`src/rtl/fib_term_buffer.sv`:
```
// fib_term_buffer: FIFO buffer for Fibonacci terms between the term generator
// and a slower, back-pressuring sink. First-word fall-through read side.
// Flags refused pushes (overflow_drop) and 2^WIDTH wrap (wrap_seen).
// Optional feature macro: FIB_CHECK_EN -- when defined, accepted terms are
// checked against the recurrence (p1 + p2) mod 2^WIDTH and seq_err is raised
// on a mismatch; when undefined, the adder and p2 register are not built and
// seq_err is tied low.
module fib_term_buffer #(
  parameter int WIDTH  = 32,
  parameter int DEPTH  = 8,
  parameter int ADDR_W = 3
) (
  input  logic              clk,
  input  logic              rst,
  input  logic              in_valid,
  input  logic [WIDTH-1:0]  in_term,
  output logic              in_ready,
  output logic              out_valid,
  output logic [WIDTH-1:0]  out_term,
  input  logic              out_ready,
  output logic [ADDR_W:0]   count,
  output logic              overflow_drop,
  output logic              wrap_seen,
  output logic              seq_err
);

  localparam logic [ADDR_W:0]   LP_FULL  = (ADDR_W + 1)'(DEPTH);
  localparam logic [ADDR_W:0]   LP_EMPTY = '0;
  localparam logic [ADDR_W-1:0] LP_INC   = ADDR_W'(1);
  localparam logic [ADDR_W:0]   LP_CINC  = (ADDR_W + 1)'(1);

  typedef enum logic [1:0] {
    S_EMPTY = 2'd0,
    S_ONE   = 2'd1,
    S_TRACK = 2'd2
  } chk_state_t;

  // Storage and pointers
  logic [WIDTH-1:0]  r_mem [DEPTH];
  logic [ADDR_W-1:0] r_wr_ptr;
  logic [ADDR_W-1:0] r_rd_ptr;
  logic [ADDR_W:0]   r_count;

  // Checker state and history
  chk_state_t        r_state;
  logic [WIDTH-1:0]  r_p1;
  logic              r_overflow_drop;
  logic              r_wrap_seen;
  logic              r_seq_err;

  // Handshake qualifiers
  logic              w_full;
  logic              w_empty;
  logic              w_push;
  logic              w_pop;
  logic              w_refused;
  logic              w_wrap_hit;
  logic              w_seq_hit;

  assign w_full     = (r_count == LP_FULL);
  assign w_empty    = (r_count == LP_EMPTY);
  assign in_ready   = ~w_full;
  assign out_valid  = ~w_empty;
  assign w_push     = in_valid & ~w_full;
  assign w_pop      = out_ready & ~w_empty;
  assign w_refused  = in_valid & w_full;
  assign out_term   = r_mem[r_rd_ptr];
  assign count      = r_count;

  // Wrap detection: any accepted term smaller than the previous accepted one.
  assign w_wrap_hit = w_push && (r_state != S_EMPTY) && (in_term < r_p1);

`ifdef FIB_CHECK_EN
  logic [WIDTH-1:0]  r_p2;
  logic [WIDTH-1:0]  w_sum;

  // Sum is deliberately truncated to WIDTH so a correctly wrapped term passes.
  assign w_sum      = r_p1 + r_p2;
  assign w_seq_hit  = w_push && (r_state == S_TRACK) && (in_term != w_sum);

  // Second-oldest history term shifts in from p1 on every accepted push.
  always_ff @(posedge clk) begin
    if (w_push) begin
      r_p2 <= r_p1;
    end
  end
`else
  assign w_seq_hit  = 1'b0;
`endif

  // Data storage: written on accepted push only, not reset.
  always_ff @(posedge clk) begin
    if (w_push) begin
      r_mem[r_wr_ptr] <= in_term;
    end
  end

  // Most recent accepted term, kept for the wrap and recurrence compares.
  always_ff @(posedge clk) begin
    if (w_push) begin
      r_p1 <= in_term;
    end
  end

  // Pointer and occupancy bookkeeping; pointers wrap naturally at DEPTH.
  always_ff @(posedge clk or negedge rst) begin
    if (!rst) begin
      r_wr_ptr <= '0;
      r_rd_ptr <= '0;
      r_count  <= '0;
    end else begin
      if (w_push) begin
        r_wr_ptr <= r_wr_ptr + LP_INC;
      end
      if (w_pop) begin
        r_rd_ptr <= r_rd_ptr + LP_INC;
      end
      case ({w_push, w_pop})
        2'b10:   r_count <= r_count + LP_CINC;
        2'b01:   r_count <= r_count - LP_CINC;
        default: r_count <= r_count;
      endcase
    end
  end

  // Checker FSM with registered sticky flags; advances only on accepted push.
  always_ff @(posedge clk or negedge rst) begin
    if (!rst) begin
      r_state         <= S_EMPTY;
      r_overflow_drop <= 1'b0;
      r_wrap_seen     <= 1'b0;
      r_seq_err       <= 1'b0;
    end else begin
      if (w_refused) begin
        r_overflow_drop <= 1'b1;
      end
      if (w_wrap_hit) begin
        r_wrap_seen <= 1'b1;
      end
      if (w_seq_hit) begin
        r_seq_err <= 1'b1;
      end
      if (w_push) begin
        case (r_state)
          S_EMPTY: r_state <= S_ONE;
          S_ONE:   r_state <= S_TRACK;
          S_TRACK: r_state <= S_TRACK;
          default: r_state <= S_EMPTY;
        endcase
      end
    end
  end

  assign overflow_drop = r_overflow_drop;
  assign wrap_seen     = r_wrap_seen;
  assign seq_err       = r_seq_err;

endmodule

```
`config.mk`:
```
export PLATFORM = sky130hd
export DESIGN_NAME = fib_term_buffer
export DESIGN_NICKNAME = d
export VERILOG_FILES = /design/src/rtl/fib_term_buffer.sv
export SDC_FILE = /design/constraint.sdc
export NUM_CORES = 1
export LEC_CHECK = 0
export ABC_AREA = 1
export CORE_AREA = 8 8 213 215
export DETAILED_ROUTE_END_ITERATION = 6
export DIE_AREA = 0 0 221 223
export GPL_TIMING_DRIVEN = 0
export PLACE_DENSITY = 0.53
export RECOVER_POWER = 25
export SLEW_MARGIN = 10
export SYNTH_ARGS = -nofsm -noshare
export SYNTH_HDL_FRONTEND = slang
export SYNTH_SLANG_ARGS = --single-unit
```
`constraint.sdc`:
```
create_clock -name clk -period 10.2 [get_ports clk]
set_input_delay 1.53 -clock clk [delete_from_list [all_inputs] [get_ports clk]]
set_output_delay 1.53 -clock clk [all_outputs]
set_load 0.1 [all_outputs]
```
==> summary.txt, run 1 <==
Status
  – Status: finished clean

Critical path
  – Worst endpoint required time: 8.67 ns
  – Critical path capture point type: primary output
  – Worst setup SP type: flop
  – Data arrival time at the worst-slack endpoint: 3.42 ns
  – Cells along the critical path: inv_2, buf_6, clkbuf_1, o21ai_0, a31oi_1, clkdlybuf4s50_1
  – Slowest cell on crit path: clkdlybuf4s50_1
  – Maximum fanout along the worst path: 10
  – Kind of critical path: reg2out
  – Worst path buffer plus inverter count: 4
  – Longest individual stage delay on the worst path: 1.20 ns
  – Largest delay share family, worst path: buffers and inverters

Timing
  – Final number of max-transition violations: 0
  – Maximum clock frequency: 202 MHz
  – Setup repair after global routing missed its margin: false
  – Headroom to the max-slew limit: 31.0%
  – Least-Margin Pin Slew: 1.03 ns
  – Count of endpoints failing hold in the final timing report: 0
  – Worst clock skew: 0.0109 ns
  – Setup tns final: 0 ns
  – Count of final setup violators: 0
  – Final critical delay including setup and external delays: 4.95 ns
  – Share of the clock period used by the worst path: 48.5%

Clock tree
  – Root Driver: clkbuf_16
  – Post-CTS clock slew at the launch and capture registers of the worst setup and hold paths: 0.06 ns
  – PostCTS Resize Cnt: 0
  – Total number of H-tree levels: 2
  – Number of buffers inserted by post-CTS setup repair: 0
  – Clock latency at the later pin of the worst-skew pair: 0.51 ns
  – Number of buffers created by CTS: 34
  – Hold_buf cts: 0
  – CTS tree: built
  – Number of clock sinks seen by CTS: 302
  – Maximum clock path buffer count: 3

Synthesis
  – EDFF count, synth: 288
  – Top cell type by total area after synthesis: edfxtp_1
  – Net count of the mapped netlist: 1046
  – Share of synthesized area occupied by flip-flops and latches: 72.8%
  – Syn_area_per_cell: 12.7 µm²
  – Top flip-flop cell by instance count after synthesis: edfxtp_1
  – Share of Yosys cell area claimed by the top area cell type: 69.9%
  – Count of state elements after synthesis: 302
  – Area of the mapped netlist: 12400 µm²
  – Warnings, synthesis: 0
  – Top cells by area, synth: edfxtp_1, nor2_1, o21ai_0, ha_1, dfrtp_1
  – Synth async-reset ratio: 4.64%
  – Number of standard cells after synthesis: 972
  – Number of unique standard cell types used by synthesis: 32

Die
  – Core region area: 42300 µm²
  – Die Span Y: 223 µm
  – Starting density of the core: 29.2%
  – Row count: 76
  – Number of primary I/O pins: 77
  – Die X: 221 µm
  – Die area: 49300 µm²

Route
  – Post-detailed-route count of antenna-violating nets: 0
  – Number of remaining DRC errors: 0
  – Wire length reported by the detailed router: 30900 µm
  – Vias after detailed routing: 7627
  – Vias per cell: 4.59
  – Final routed wire length divided by cell count: 18.6 µm
  – Initial DRT Pass Iterations: 4
  – Number of DRC violations after detailed-routing iteration 0: 400

Layout
  – Final net count: 1166
  – Sequential cell area: 9000 µm²
  – Most common cell after layout, fill and taps aside: edfxtp_1
  – Multi-input logic area: 2940 µm²
  – Fraction of final layout cells with drive strength greater than 1: 9.32%
  – Fill count: 4073
  – Number of diodes added for antenna fixing: 0
  – Layout Area Growth over Synthesis: 23.0%
  – Leading cell types in the layout, fill and taps excluded: edfxtp_1, nor2_1, o21ai_0

GRT
  – Wire length of the first global-routing pass: 47500 µm
  – Global Route met2 Usage: 20.3%
  – Busiest metal layer after global routing: met2
  – Number of antenna violations at the first check in global routing: 0
  – Vias in the first global route: 7754
  – Total global routing overflow: 0
  – Grt met3 use: 2.43%
  – Global routing usage on met1: 16.4%
  – GRT Resource Usage Total: 12.4%
  – Maximum number of pins on one net before global-route repair: 25

Place
  – Count of input and output buffers: 75
  – HPWL after DPL: 20300 µm
  – Routability cong.: 0.747

Min path
  – Type of the most critical hold path: reg2reg

Flow run
  – Max cap viols: 0
==> flip-flops by register name, indices dropped and copies added (netlist names) <==
name           cells
r_mem            256
r_p1              32
count              4
r_rd_ptr           3
r_wr_ptr           3
r_state            2
overflow_drop      1
wrap_seen          1
==> layer usage <==
metal,vias up,part of all wire (%)
li1,3725,-
met1,3663,45
met2,184,47
met3,55,5.2
met4,0,2.5
met5,-,0
==> cells by family after synthesis <==
family,synth area share [%]
other cells,0.0303
flops,72.8
buf+inv,3.94
fa+ha+maj,3.91
simple gates,9.25
compound gates,9.69
xor+xnor,0.425
==> synth_stat cells, drive strengths merged, types with 5 or more instances <==
| cell | n |
|---|---|
| xor2 | 5 |
| nor2 | 241 |
| clkbuf | 18 |
| o22ai | 32 |
| dfrtp | 14 |
| a31oi | 32 |
| buf | 32 |
| o21ai | 137 |
| ha | 37 |
| a21oi | 18 |
| edfxtp | 288 |
| nand2 | 47 |
| inv | 55 |
==> worst paths after layout <==
kind | from | endpoint | slack, ns | depth (start not counted)
worst max-delay path | r_rd_ptr[0] | out_term[3] | 5.25 | 6
worst min-delay path | wrap_seen | wrap_seen | 0.47 | 2
worst max register to register | count[0] | r_mem[1][12] | 7.48 | 8
worst min register to register | wrap_seen | wrap_seen | 0.47 | 2
max in group asynchronous | rst | r_wr_ptr[2] | 8.23 | 1
min in group asynchronous | rst | count[2] | 1.48 | 1
==> final cells by class <==
cell class	count	area share (%)
Buffer	50	1.84
Clock buffer	45	6.41
Clock inverter	15	1.00
Inverter	55	1.36
Multi-Input combinational cell	565	19.3
Sequential cell	302	59.1
Tap cell	546	4.49
Timing Repair Buffer	84	6.41
==> worst reg2reg max path, delay by kind of cell, from the launching register on <==
kind          cells  cell delay (ns)
simple gates      5             1.15
buf+inv           3             0.83
flops             1             0.44
==> per-stage QoR <==
step / setup slack [ns] / hold slack, ns / instances / cell area, µm² / util, %
after floorplan: 5.63 / 0.485 / 972 / 12400 / -
after detailed placement: 5.72 / 0.457 / 1602 / 14100 / 33.3
after global placement: 3.17 / 0.453 / 1593 / 13800 / 32.6
after global routing: 5.07 / 0.502 / 1662 / 15200 / 36.0
after CTS: 5.21 / 0.478 / 1662 / 15200 / 36.0
final: 5.25 / 0.469 / 1662 / 15200 / 36.0
Power of run 1 is not shown: default switching activity piles up to over one toggle a cycle in this logic, so the estimate is an artifact.
==> inputs of run 2 (changes only) <==
- clock period: 10.2 -> 4.9 ns (I/O delays scaled with it)
==> run 2 against run 1 <==
Global-route usage unchanged. First-iteration DRC count unchanged. Sequential share of layout area hardly changed. Largest cell class unchanged. Core utilization about the same. Worst hold slack stayed put. Flip-flop and latch count unchanged. Via count is essentially flat. Critical path depth unchanged. Clock skew hardly changed. Final area about the same. Worst setup slack lost 4.5 ns. Die area unchanged.
==> summary.txt, run 2 (same netlist as run 1, synthesis figures left out) <==
Timing
  – Count of endpoints failing hold in the final timing report: 0
  – Final critical delay including setup and external delays: 4.15 ns
  – Count of final setup violators: 0
  – Least-Margin Pin Slew: 1.03 ns
  – Headroom to the max-slew limit: 31.0%
  – Share of the clock period used by the worst path: 84.7%
  – Maximum clock frequency: 241 MHz
  – Final number of max-transition violations: 0
  – Setup repair after global routing missed its margin: false
  – Worst clock skew: 0.0109 ns

Die
  – Die X: 221 µm
  – Core region area: 42300 µm²
  – Starting density of the core: 29.2%
  – Number of primary I/O pins: 77
  – Die Span Y: 223 µm
  – Row count: 76
  – Die area: 49300 µm²

Route
  – Number of remaining DRC errors: 0
  – Wire length reported by the detailed router: 30900 µm
  – Vias per cell: 4.59
  – Vias after detailed routing: 7625
  – Final routed wire length divided by cell count: 18.6 µm
  – Post-detailed-route count of antenna-violating nets: 0
  – Number of DRC violations after detailed-routing iteration 0: 400
  – Initial DRT Pass Iterations: 4

GRT
  – GRT Resource Usage Total: 12.4%
  – Total global routing overflow: 0
  – Wire length of the first global-routing pass: 47500 µm
  – Number of antenna violations at the first check in global routing: 0
  – Maximum number of pins on one net before global-route repair: 25
  – Vias in the first global route: 7754

Layout
  – Most common cell after layout, fill and taps aside: edfxtp_1
  – Layout Area Growth over Synthesis: 23.0%
  – Number of diodes added for antenna fixing: 0
  – Multi-input logic area: 2940 µm²
  – Sequential cell area: 9000 µm²
  – Final Core Density: 35.9%
  – Fill count: 4074
  – Leading cell types in the layout, fill and taps excluded: edfxtp_1, nor2_1, o21ai_0
  – Flip-flop count of the largest register, all copies and words added: 256
  – Final net count: 1166
  – Register with the most flip-flops: r_mem
  – Fraction of final layout cells with drive strength greater than 1: 9.23%

Clock tree
  – Number of clock sinks seen by CTS: 302
  – Number of buffers created by CTS: 34
  – Total number of H-tree levels: 2
  – Maximum clock path buffer count: 3
  – Hold_buf cts: 0
  – Number of buffers inserted by post-CTS setup repair: 0
  – Clock latency at the later pin of the worst-skew pair: 0.51 ns
  – CTS tree: built
  – Root Driver: clkbuf_16
  – PostCTS Resize Cnt: 0
  – Post-CTS clock slew at the launch and capture registers of the worst setup and hold paths: 0.06 ns

Flow run
  – Max cap viols: 0

Critical path
  – Critical path capture point type: primary output
  – Data arrival time at the worst-slack endpoint: 3.42 ns
  – Reg2Reg Depth: 8
  – Worst endpoint required time: 4.16 ns
  – Kind of critical path: reg2out
  – Worst setup SP type: flop
  – Maximum fanout along the worst path: 10

Place
  – HPWL after DPL: 20300 µm
  – Routability cong.: 0.747
  – Count of input and output buffers: 75

Min path
  – Type of the most critical hold path: reg2reg
  – Number of stages on the worst hold path: 2

Status
  – Status: finished clean
[run 2: cell types whose count changed in the layout (fill, tap and decap cells not counted), sizes merged]
cell / previous run / this run
dlygate4sd3: 21 / 19
clkdlybuf4s50: 54 / 56
[run 2: critical path, cell delays in order, from the launching register on]
cell	delay [ns]
dfrtp_1	0.44
inv_2	0.10
buf_6	0.14
clkbuf_1	0.49
o21ai_0	0.22
a31oi_1	0.31
clkdlybuf4s50_1	1.20
[run 2: routing by layer]
metal	vias to the layer above	global-route usage [%]	routed length (µm)
met5	-	0	0
met4	0	4.07	785
met3	55	2.43	1590
met2	181	20.3	14600
met1	3665	16.4	14000
li1	3724	-	-
[run 2: path summary, 6_finish.rpt]
path,startpoint,end,slack [ns]
min in group asynchronous,rst,count[2],0.68
worst max register to register,count[0],r_mem[1][12],2.13
worst min-delay path,wrap_seen,wrap_seen,0.47
worst min register to register,wrap_seen,wrap_seen,0.47
worst max-delay path,r_rd_ptr[0],out_term[3],0.75
max in group asynchronous,rst,r_wr_ptr[2],3.73
[run 2: cell type report]
type	count	share of cell area, %
clock inverters	15	1.00
clock buffers	45	6.42
inverters	55	1.36
well taps	546	4.49
flip-flops and latches	302	59.2
multi-input cells	565	19.3
repair buffers	84	6.42
plain buffers	50	1.84
[run 2: through the flow]
stage | instance area [µm²] | hold slack (ns) | setup WS [ns] | cells | TNS [ns]
after floorplan | 12400 | 0.439 | 0.328 | 972 | 0
after global placement | 13800 | 0.453 | -1.33 | 1593 | -149.92
after detailed placement | 14100 | 0.457 | 1.22 | 1602 | 0
after CTS | 15200 | 0.478 | 0.705 | 1662 | 0
after global routing | 15200 | 0.502 | 0.567 | 1662 | 0
final | 15200 | 0.469 | 0.747 | 1662 | 0
Power of run 2 is left out for the same reason.
